File: config.mk
export PLATFORM = sky130hd
export DESIGN_NAME = mem_arbiter
export DESIGN_NICKNAME = d
export VERILOG_FILES = /design/src/rtl/mem_arbiter.sv
export SDC_FILE = /design/constraint.sdc
export NUM_CORES = 1
export LEC_CHECK = 0
export ABC_CLOCK_PERIOD_IN_PS = 3200
export CAP_MARGIN = 25
export CORE_AREA = 8 8 171 124
export DETAILED_ROUTE_END_ITERATION = 8
export DIE_AREA = 0 0 179 132
export DONT_BUFFER_PORTS = 1
export PLACE_DENSITY_LB_ADDON = 0.05
export SETUP_SLACK_MARGIN = 0.05
export SLEW_MARGIN = 0
export SYNTH_ARGS = -nofsm -noshare
export SYNTH_HDL_FRONTEND = slang
export SYNTH_SLANG_ARGS = --single-unit
File: constraint.sdc
create_clock -name clk -period 3.2 [get_ports clk]
set_clock_uncertainty 0.2 [all_clocks]
set_input_delay 0.48 -clock clk [delete_from_list [all_inputs] [get_ports clk]]
set_output_delay 0.48 -clock clk [all_outputs]
set_load 0.02 [all_outputs]
File: src/rtl/mem_arbiter.sv
// mem_arbiter: sequences the byte-wide RAM port between ICache line refill and the
// load/store buffer. Accesses are serialised into byte beats, read data is assembled and
// sign-extended, IO writes honour io_buffer_full, and clear aborts speculative reads.
// Optional build macro MEM_ARB_ROUND_ROBIN_EN: alternate grants between the two requesters
// instead of LSB priority with a starvation guard.
module mem_arbiter #(
   parameter int unsigned IC_LINE_BYTES = 4,
   parameter int unsigned STARVE_LIMIT  = 8
) (
   input  logic                       clk,
   input  logic                       rst,
   input  logic                       rdy,
   input  logic                       clear,
   input  logic                       io_buffer_full,
   input  logic [7:0]                 mem_din,
   output logic [7:0]                 mem_dout,
   output logic [31:0]                mem_a,
   output logic                       mem_wr,
   input  logic                       ic_req,
   input  logic [31:0]                ic_addr,
   output logic                       ic_valid,
   output logic [IC_LINE_BYTES*8-1:0] ic_data,
   input  logic                       lsb_req,
   input  logic                       lsb_wr,
   input  logic [1:0]                 lsb_size,
   input  logic                       lsb_signed,
   input  logic [31:0]                lsb_addr,
   input  logic [31:0]                lsb_wdata,
   output logic                       lsb_done,
   output logic [31:0]                lsb_rdata
);

   localparam int unsigned IdxW      = $clog2(IC_LINE_BYTES);
   localparam logic [4:0]  LineBeats = 5'(IC_LINE_BYTES);
   localparam logic [31:0] LineMask  = ~(32'(IC_LINE_BYTES) - 32'd1);

   typedef enum logic [2:0] {StIdle, StIfRd, StLsRd, StLsWr, StResp} state_e;

   state_e          state_q, state_d;
   logic [4:0]      k_q, k_d;
   logic [31:0]     addr_q, wdata_q, mem_a_q;
   logic            is_ic_q, wr_q, signed_q;
   logic [1:0]      size_q;
   logic [7:0]      line_q [IC_LINE_BYTES];
   logic [4:0]      n_beats;
   logic [IdxW-1:0] cap_idx;
   logic [31:0]     beat_a, mem_a_int;
   logic            mem_wr_int, grant_lsb, grant_ic, pick_lsb, capture, io_stall;

`ifdef MEM_ARB_ROUND_ROBIN_EN
   logic last_lsb_q;
   // On a tie, the requester that did not win last time goes first.
   assign pick_lsb = lsb_req && !(ic_req && last_lsb_q);
`else
   localparam logic [3:0] StarveMax = 4'(STARVE_LIMIT);
   logic [3:0] starve_q, starve_d;
   assign pick_lsb = lsb_req && !(ic_req && (starve_q == StarveMax));
`endif

   assign beat_a  = addr_q + 32'(k_q);
   // Byte k-1 arrives from the RAM while beat k is being issued.
   assign cap_idx = IdxW'(k_q - 5'd1);

   // Beat count of the current access.
   always_comb begin
      n_beats = 5'd4;
      if (is_ic_q) begin
         n_beats = LineBeats;
      end else begin
         case (size_q)
            2'd0:    n_beats = 5'd1;
            2'd1:    n_beats = 5'd2;
            default: n_beats = 5'd4;
         endcase
      end
   end

   // Next-state, beat sequencing and RAM/response outputs.
   always_comb begin
      state_d    = state_q;
      k_d        = k_q;
      grant_lsb  = 1'b0;
      grant_ic   = 1'b0;
      capture    = 1'b0;
      io_stall   = 1'b0;
      mem_a_int  = '0;
      mem_wr_int = 1'b0;
      mem_dout   = '0;
      ic_valid   = 1'b0;
      lsb_done   = 1'b0;
      unique case (state_q)
         StIdle: begin
            if (!clear) begin
               if (pick_lsb) begin
                  grant_lsb = 1'b1;
                  state_d   = lsb_wr ? StLsWr : StLsRd;
                  k_d       = '0;
               end else if (ic_req) begin
                  grant_ic = 1'b1;
                  state_d  = StIfRd;
                  k_d      = '0;
               end
            end
         end
         StIfRd, StLsRd: begin
            capture = (k_q != 5'd0);
            if (k_q < n_beats) mem_a_int = beat_a;
            if (clear) begin
               state_d = StIdle;
               k_d     = '0;
            end else if (k_q == n_beats) begin
               state_d = StResp;
               k_d     = '0;
            end else begin
               k_d = k_q + 5'd1;
            end
         end
         StLsWr: begin
            // Stores are committed, so clear is ignored here.
            mem_a_int  = beat_a;
            mem_dout   = wdata_q[{k_q[1:0], 3'b000} +: 8];
            io_stall   = (beat_a[17:16] == 2'b11) && io_buffer_full;
            mem_wr_int = !io_stall;
            if (!io_stall) begin
               if (k_q == n_beats - 5'd1) begin
                  state_d = StResp;
                  k_d     = '0;
               end else begin
                  k_d = k_q + 5'd1;
               end
            end
         end
         StResp: begin
            state_d  = StIdle;
            ic_valid = rdy && is_ic_q && !clear;
            lsb_done = rdy && !is_ic_q && (wr_q || !clear);
         end
         default: state_d = StIdle;
      endcase
   end

`ifndef MEM_ARB_ROUND_ROBIN_EN
   // Starvation counter: counts LSB wins while ifetch waits.
   always_comb begin
      starve_d = starve_q;
      if (grant_lsb) begin
         if (!ic_req)                starve_d = '0;
         else if (starve_q != 4'hF) starve_d = starve_q + 4'd1;
      end else if (grant_ic) begin
         starve_d = '0;
      end
   end
`endif

   // While rdy is low the RAM keeps seeing the last address so in-flight read data survives.
   assign mem_a  = rdy ? mem_a_int : mem_a_q;
   assign mem_wr = rdy && mem_wr_int;

   for (genvar g = 0; g < IC_LINE_BYTES; g++) begin : g_line
      assign ic_data[g*8 +: 8] = line_q[g];
   end

   // Load result extension from the assembled bytes.
   always_comb begin
      case (size_q)
         2'd0:    lsb_rdata = {{24{signed_q & line_q[0][7]}}, line_q[0]};
         2'd1:    lsb_rdata = {{16{signed_q & line_q[1][7]}}, line_q[1], line_q[0]};
         default: lsb_rdata = {line_q[3], line_q[2], line_q[1], line_q[0]};
      endcase
   end

   // State, request latches and read-byte capture; everything holds while rdy is low.
   always_ff @(posedge clk) begin
      if (rst) begin
         state_q  <= StIdle;
         k_q      <= '0;
         addr_q   <= '0;
         wdata_q  <= '0;
         mem_a_q  <= '0;
         is_ic_q  <= 1'b0;
         wr_q     <= 1'b0;
         signed_q <= 1'b0;
         size_q   <= '0;
         for (int i = 0; i < int'(IC_LINE_BYTES); i++) line_q[i] <= '0;
`ifdef MEM_ARB_ROUND_ROBIN_EN
         last_lsb_q <= 1'b0;
`else
         starve_q <= '0;
`endif
      end else if (rdy) begin
         state_q <= state_d;
         k_q     <= k_d;
         mem_a_q <= mem_a_int;
`ifdef MEM_ARB_ROUND_ROBIN_EN
         if (grant_lsb)     last_lsb_q <= 1'b1;
         else if (grant_ic) last_lsb_q <= 1'b0;
`else
         starve_q <= starve_d;
`endif
         if (grant_lsb) begin
            addr_q   <= lsb_addr;
            wdata_q  <= lsb_wdata;
            is_ic_q  <= 1'b0;
            wr_q     <= lsb_wr;
            size_q   <= lsb_size;
            signed_q <= lsb_signed;
         end else if (grant_ic) begin
            addr_q  <= ic_addr & LineMask;
            is_ic_q <= 1'b1;
            wr_q    <= 1'b0;
         end
         if (capture) line_q[cap_idx] <= mem_din;
      end
   end

endmodule

==> results.json, run 1 <==
{
  "grt_overflow_total": 0,
  "fp-row-count": 42,
  "ys_warn_count": 0,
  "viasPerCell": 5.32,
  "core_area_mm2": 0.0186,
  "cts_buffers": 17,
  "clk_pin_slew_worst_paths_ps": 60,
  "period_share_pct": 98.7,
  "netlist_instances": 811,
  "finalSetupViolations": 0,
  "path_class": "flop to output port",
  "ys_seq_elements": 145,
  "hold_viol": 0,
  "syn_nets": 940,
  "cp-end-kind": "output port",
  "pre_cts_ws_ps": -4.72,
  "hold_class": "input port to flop",
  "gp_congestion": 0.794,
  "vias": 5881,
  "critPathLaunchType": "flop",
  "dieHeight_um": 132,
  "drtAntennaViolNets": 0,
  "die_area_mm2": 0.0236,
  "dp.final_hpwl_mm": 14.8,
  "fin_crit_ps": 3160,
  "status": "finished, final reports clean",
  "drc_errors": 0,
  "ys.flop_type": "dfxtp_1",
  "slew_violations": 0,
  "layout-drive-gt1-share_pct": 18.9,
  "syn_area_mm2": 0.00728,
  "diodes": 0,
  "dp.cells": 1021,
  "cp.required_ps": 2520,
  "antenna_found_initial": 0,
  "first_global_vias": 6205,
  "firstDrtPassIters": 4,
  "ys_async_sr_fraction_pct": 0,
  "synth_area_per_cell_um2": 8.98,
  "fin_nets": 981,
  "htreeDepth": 4,
  "grt_usage_pct": 17.3,
  "synth_edf_count": 32,
  "clockBufferDepth": 2,
  "slew-limit-headroom_pct": 48.7,
  "cts_tree": "done",
  "cts_root_buffer": "clkbuf_16",
  "cts.sinks": 145,
  "layout.cells.non_filler": 1106,
  "wirelength_mm": 20.9,
  "portBuffers": 0,
  "wl_per_cell_um": 18.9,
  "grt_max_degree": 111,
  "n_fill_cell": 1716,
  "grt_pass1_wl_mm": 32.9,
  "fmax_mhz": 317,
  "final_util_pct": 49.4,
  "setup_ws_ps": 42.6,
  "rsz0062_at_grt": "true",
  "initial_core_util_pct": 39.3,
  "layout_common_cells": "nand2_1 (159), dfxtp_1 (105), nor2_1 (54)",
  "final_common_cell": "nand2_1",
  "ir_worst_vdd_uv": 331,
  "die_w_um": 179,
  "area_growth_pct": 25.9,
  "drt_iter0_markers": 267,
  "power_leakage_nw": 3.63,
  "seq_area_frac_synth_pct": 44.2,
  "power.density_mw_per_mm2": 486,
  "maxCapViolations": 0,
  "worstMarginPinSlew_ps": 768,
  "clk_latency_ps": 410,
  "critPathArrivalTime_ps": 2480,
  "io_pins": 222,
  "critPathMaxFanout": 5,
  "synth.distinct_cells": 61
}
[cells in the mapped netlist, types with 3 or more instances]
cell type	instances	area share (%)
and3_1	8	0.69
a22o_1	28	3.4
edfxtp_1	32	13
nand2_1	160	8.2
nand2b_1	8	0.69
xnor2_1	17	2.0
or3_1	6	0.52
a22oi_1	4	0.41
inv_1	11	0.57
o2111ai_1	3	0.36
a311oi_1	30	3.6
nand4b_1	3	0.36
and4_1	5	0.60
nor2b_1	40	3.4
o21ai_0	16	1.1
a21oi_1	48	3.3
a21o_1	18	1.9
nand3_1	8	0.55
ha_1	13	2.2
o211ai_1	5	0.52
and2_1	43	3.7
nor3b_1	3	0.31
nor3_1	5	0.34
a21oi_2	3	0.36
xor2_1	12	1.4
nor2_1	59	3.0
clkbuf_1	38	2.0
or2_2	4	0.34
mux4_2	8	2.5
o2bb2ai_1	3	0.36
nor4_2	4	0.69
dfxtp_1	113	31
buf_2	11	0.76
buf_4	9	0.93
[registers in the layout (all words and copies together) (netlist names), 2 cells and up]
| signal | count |
|---|---|
| starve_q | 4 |
| k_q | 5 |
| state_q | 3 |
| addr_q | 32 |
| size_q | 2 |
| line_q | 32 |
| mem_a_q | 32 |
| wdata_q | 32 |
[critical path, cell delays in order (launching register included)]
cell and delay [ps]:
dfxtp_2 360, ha_4 140, inv_2 40, fa_2 330, nand2b_4 160, a21oi_4 250, o2111ai_4 200, nand2b_4 190
xnor2_1 130, a22o_2 270
[repair_timing]
| action | CTS | global route |
|---|---|---|
| resized for setup | 51 | 56 |
| setup endpoints to repair | 33 | 34 |
| hold buffers | 43 | 0 |
| pin swaps | 11 | 18 |
| hold endpoints to repair | 110 | 0 |
| cloned | 0 | 1 |
| buffers inserted | 5 | 5 |
[power by group]
group | switching, mW | internal (mW)
logic | 0.275 | 0.201
clock network | 0.757 | 1.19
registers | 0.0889 | 1.94
[through the flow]
stage               total power, mW  area (µm²)  hold slack [ps]  TNS (ps)
floorplan                      2.35        7300              233         0
global placement               2.42        7580              235         0
detailed placement             2.43        7580              240     -4.72
CTS                            4.48        8790            0.601     -2.18
global route                   4.64        9170             8.51      -410
finish                         4.45        9170             21.7         0
[layer usage]
layer	vias to the layer above	wire (µm)	global-route usage [%]
li1	2916	-	-
met4	0	304	5.41
met2	173	9410	27.5
met5	-	0	0
met3	20	1900	7.18
met1	2772	9250	20.8
[kinds of logic after synthesis]
logic type	share of synthesized area, %
muxes	2.82
AOI/OAI and AO/OA	17.6
adders and majority gates	2.65
xor gates and xnor gates	3.71
buffers and inverters	4.38
and+or+nand+nor	24.6
DFF	44.2
[path summary, 6_finish.rpt]
check | start | to | slack [ps] | cells past startpoint
max | k_q[0]$_SDFFE_PP0P_ | mem_a[28] | 40 | 9
min | lsb_addr[3] | addr_q[3]$_SDFFE_PP0P_ | 20 | 2
max reg2reg | k_q[0]$_SDFFE_PP0P_ | state_q[0]$_SDFFE_PP0P_ | 280 | 12
min reg2reg | wdata_q[28]$_SDFFE_PP0P_ | wdata_q[28]$_SDFFE_PP0P_ | 250 | 2
[area by class of cell]
type	count	area, µm²	area share, %
clock buffer	22	467	5.09
clock inverter	9	108	1.17
inverter	11	41.3	0.450
multi-input combinational	594	4200	45.8
sequential	145	3240	35.3
tap	242	303	3.30
timing repair buffer	83	812	8.86
Note: power is estimated with default switching activity, not from simulation.
==> run 2, diff against run 1 <==
- BUFFER_PORTS_ARGS: default -> -buffer_cell sky130_fd_sc_hd__buf_2
- DONT_BUFFER_PORTS: 1 -> default
==> run 2 against run 1 <==
The run now ends with negative setup slack left. Combinational power rose by 24%. Non-clock buffer count rose by 187. Register-to-register slack got worse by 60 ps. Global-route usage rose by 0.36 points. Die area did not move. Highest routed layer unchanged.
==> results.json, run 2 (same netlist as run 1, synthesis figures left out) <==
{
  "status": "finished, violations left",
  "violations": "negative setup slack",
  "dp.cells": 1239,
  "r2r_cells": 14,
  "path_cells": "ha_4, inv_2, fa_2, nand2b_4, a21oi_4, buf_6, o2111ai_4, nand2b_4, xnor2_1, a22o_1, buf_6",
  "use_met2_pct": 27.1,
  "slew-limit-headroom_pct": 35.5,
  "reg2reg_to": "k_q[0]$_SDFFE_PP0P_",
  "power_leakage_nw": 4.45,
  "antenna_found_initial": 0,
  "layout-drive-gt1-share_pct": 36.1,
  "firstDrtPassIters": 4,
  "fp-row-count": 42,
  "setup_ws_ps": -71.3,
  "maxCapViolations": 0,
  "cts_root_buffer": "clkbuf_16",
  "slew_violations": 0,
  "r2r_slack_ps": 220,
  "totalPowerFinal_mw": 4.53,
  "grt_overflow_total": 0,
  "wl_per_cell_um": 16.5,
  "drtAntennaViolNets": 0,
  "dieHeight_um": 132,
  "cp.required_ps": 2520,
  "grt_max_degree": 66,
  "cp_top_family": "compound AO/OA/AOI/OAI gates",
  "worstMarginPinSlew_ps": 963,
  "finalSetupViolations": 12,
  "stdcell_area_mm2": 0.0100,
  "critPathArrivalTime_ps": 2590,
  "drc_errors": 0,
  "die_w_um": 179,
  "power.density_mw_per_mm2": 451,
  "clk_pin_slew_worst_paths_ps": 60,
  "switchingPower_mw": 1.16,
  "seqPwrFrac_pct": 44.1,
  "fin_nets": 1168,
  "cp-end-kind": "output port",
  "r2r_start": "k_q[0]$_SDFFE_PP0P_",
  "portBuffers": 219,
  "dp.final_hpwl_mm": 15.2,
  "cp_slowest_cell": "dfxtp_2",
  "rsz0062_at_grt": "true",
  "combPwrFrac_pct": 13.0,
  "n_fill_cell": 1731,
  "internal_power_mw": 3.37,
  "cts_tree": "done",
  "final_common_cell": "buf_2",
  "viasPerCell": 4.97,
  "htreeDepth": 4,
  "drt_iter0_markers": 333,
  "clockBufferDepth": 2,
  "vias": 6421,
  "grt-busiest-layer": "met2",
  "layout_common_cells": "buf_2 (187), nand2_1 (159), dfxtp_1 (107)",
  "grt_usage_pct": 17.7,
  "core_area_mm2": 0.0186,
  "placed_area_mm2": 0.00868,
  "period_share_pct": 102,
  "clk_latency_ps": 420,
  "initial_core_util_pct": 39.3,
  "regArea_mm2": 0.00324,
  "hold_depth": 3,
  "die_area_mm2": 0.0236,
  "hold_viol": 0,
  "fin_tns_setup_ps": -236,
  "multi_input_area_mm2": 0.00411,
  "worstPathBufferInverterCount": 3,
  "pwr-share-clk_pct": 42.9,
  "cts.sinks": 145,
  "grt_pass1_wl_mm": 33.8,
  "gp_congestion": 0.795,
  "fin_crit_ps": 3270,
  "hp-start": "lsb_wdata[3]",
  "p_sw_share_pct": 25.6,
  "diodes": 0,
  "cpPeakStageDelay_ps": 350,
  "wirelength_mm": 21.4,
  "cts_buffers": 17,
  "critPathLaunchType": "flop",
  "critPathMaxFanout": 5,
  "path_class": "flop to output port",
  "holdWs_ps": 97.2,
  "io_pins": 222,
  "layout.cells.non_filler": 1293,
  "area_growth_pct": 37.8,
  "min_to": "wdata_q[3]$_SDFFE_PP0P_",
  "hold_class": "input port to flop",
  "grt_util_met1_pct": 24.0,
  "first_global_vias": 6371,
  "fmax_mhz": 306,
  "ir_worst_vdd_uv": 264,
  "cts_hold_buffers": 0,
  "grt_util_met3_pct": 4.69
}
==> run 2: power groups by stage <==
stage | clock, mW | combinational, mW | sequential (mW)
2_1_floorplan | 0 | 0.316 | 2.04
3_3_place_gp | 0 | 0.526 | 2.03
3_5_place_dp | 0 | 0.524 | 2.03
4_1_cts | 1.99 | 0.573 | 2.00
5_1_grt | 2.06 | 0.650 | 2.01
6_report | 1.94 | 0.588 | 2.00
==> run 2: metrics by stage <==
step	setup slack [ps]	utilization, %
2_1_floorplan	109	-
3_3_place_gp	23.3	46.8
3_5_place_dp	1.92	46.8
4_1_cts	-103	52.6
5_1_grt	-207	54.1
6_report	-71.3	54.1
==> run 2: tightest hold or removal path, delay by kind of cell <==
family	cells	cell delay, ps
buf+inv	1	100
compound gates	1	50
simple gates	1	40
==> run 2: metal layers <==
| metal | share of wire (%) | routed length (µm) |
|---|---|---|
| met3 | 7.1 | 1530 |
| met2 | 43 | 9290 |
| met5 | 0 | 0 |
| met4 | 0.97 | 208 |
| met1 | 48 | 10300 |
==> run 2: layout make-up <==
cell class                 instances  share of cell area (%)
multi-input combinational        594                    40.9
inverter                          11                   0.449
clock inverter                    10                    1.10
clock buffer                      21                    4.60
sequential                       145                    32.2
tap                              242                    3.02
timing repair buffer             270                    17.7
==> run 2: what timing repair did <==
action	4_1_cts	5_1_grt
endpoints found under the hold margin	0	0
resized for setup	86	48
cloned	1	1
pin swaps	20	19
setup endpoints to repair	33	33
setup buffers	19	5
==> run 2: worst max-delay path by stage <==
stage | startpoint | to | cells after the start
3_5_place_dp | k_q[1]$_SDFFE_PP0P_ | mem_a[28] | 9
4_1_cts | k_q[0]$_SDFFE_PP0P_ | mem_a[28] | 11
5_1_grt | addr_q[0]$_SDFFE_PP0P_ | mem_a[28] | 11
2_1_floorplan | k_q[1]$_SDFFE_PP0P_ | mem_a[28] | 9
3_3_place_gp | k_q[1]$_SDFFE_PP0P_ | mem_a[28] | 9
6_report | k_q[0]$_SDFFE_PP0P_ | mem_a[28] | 11
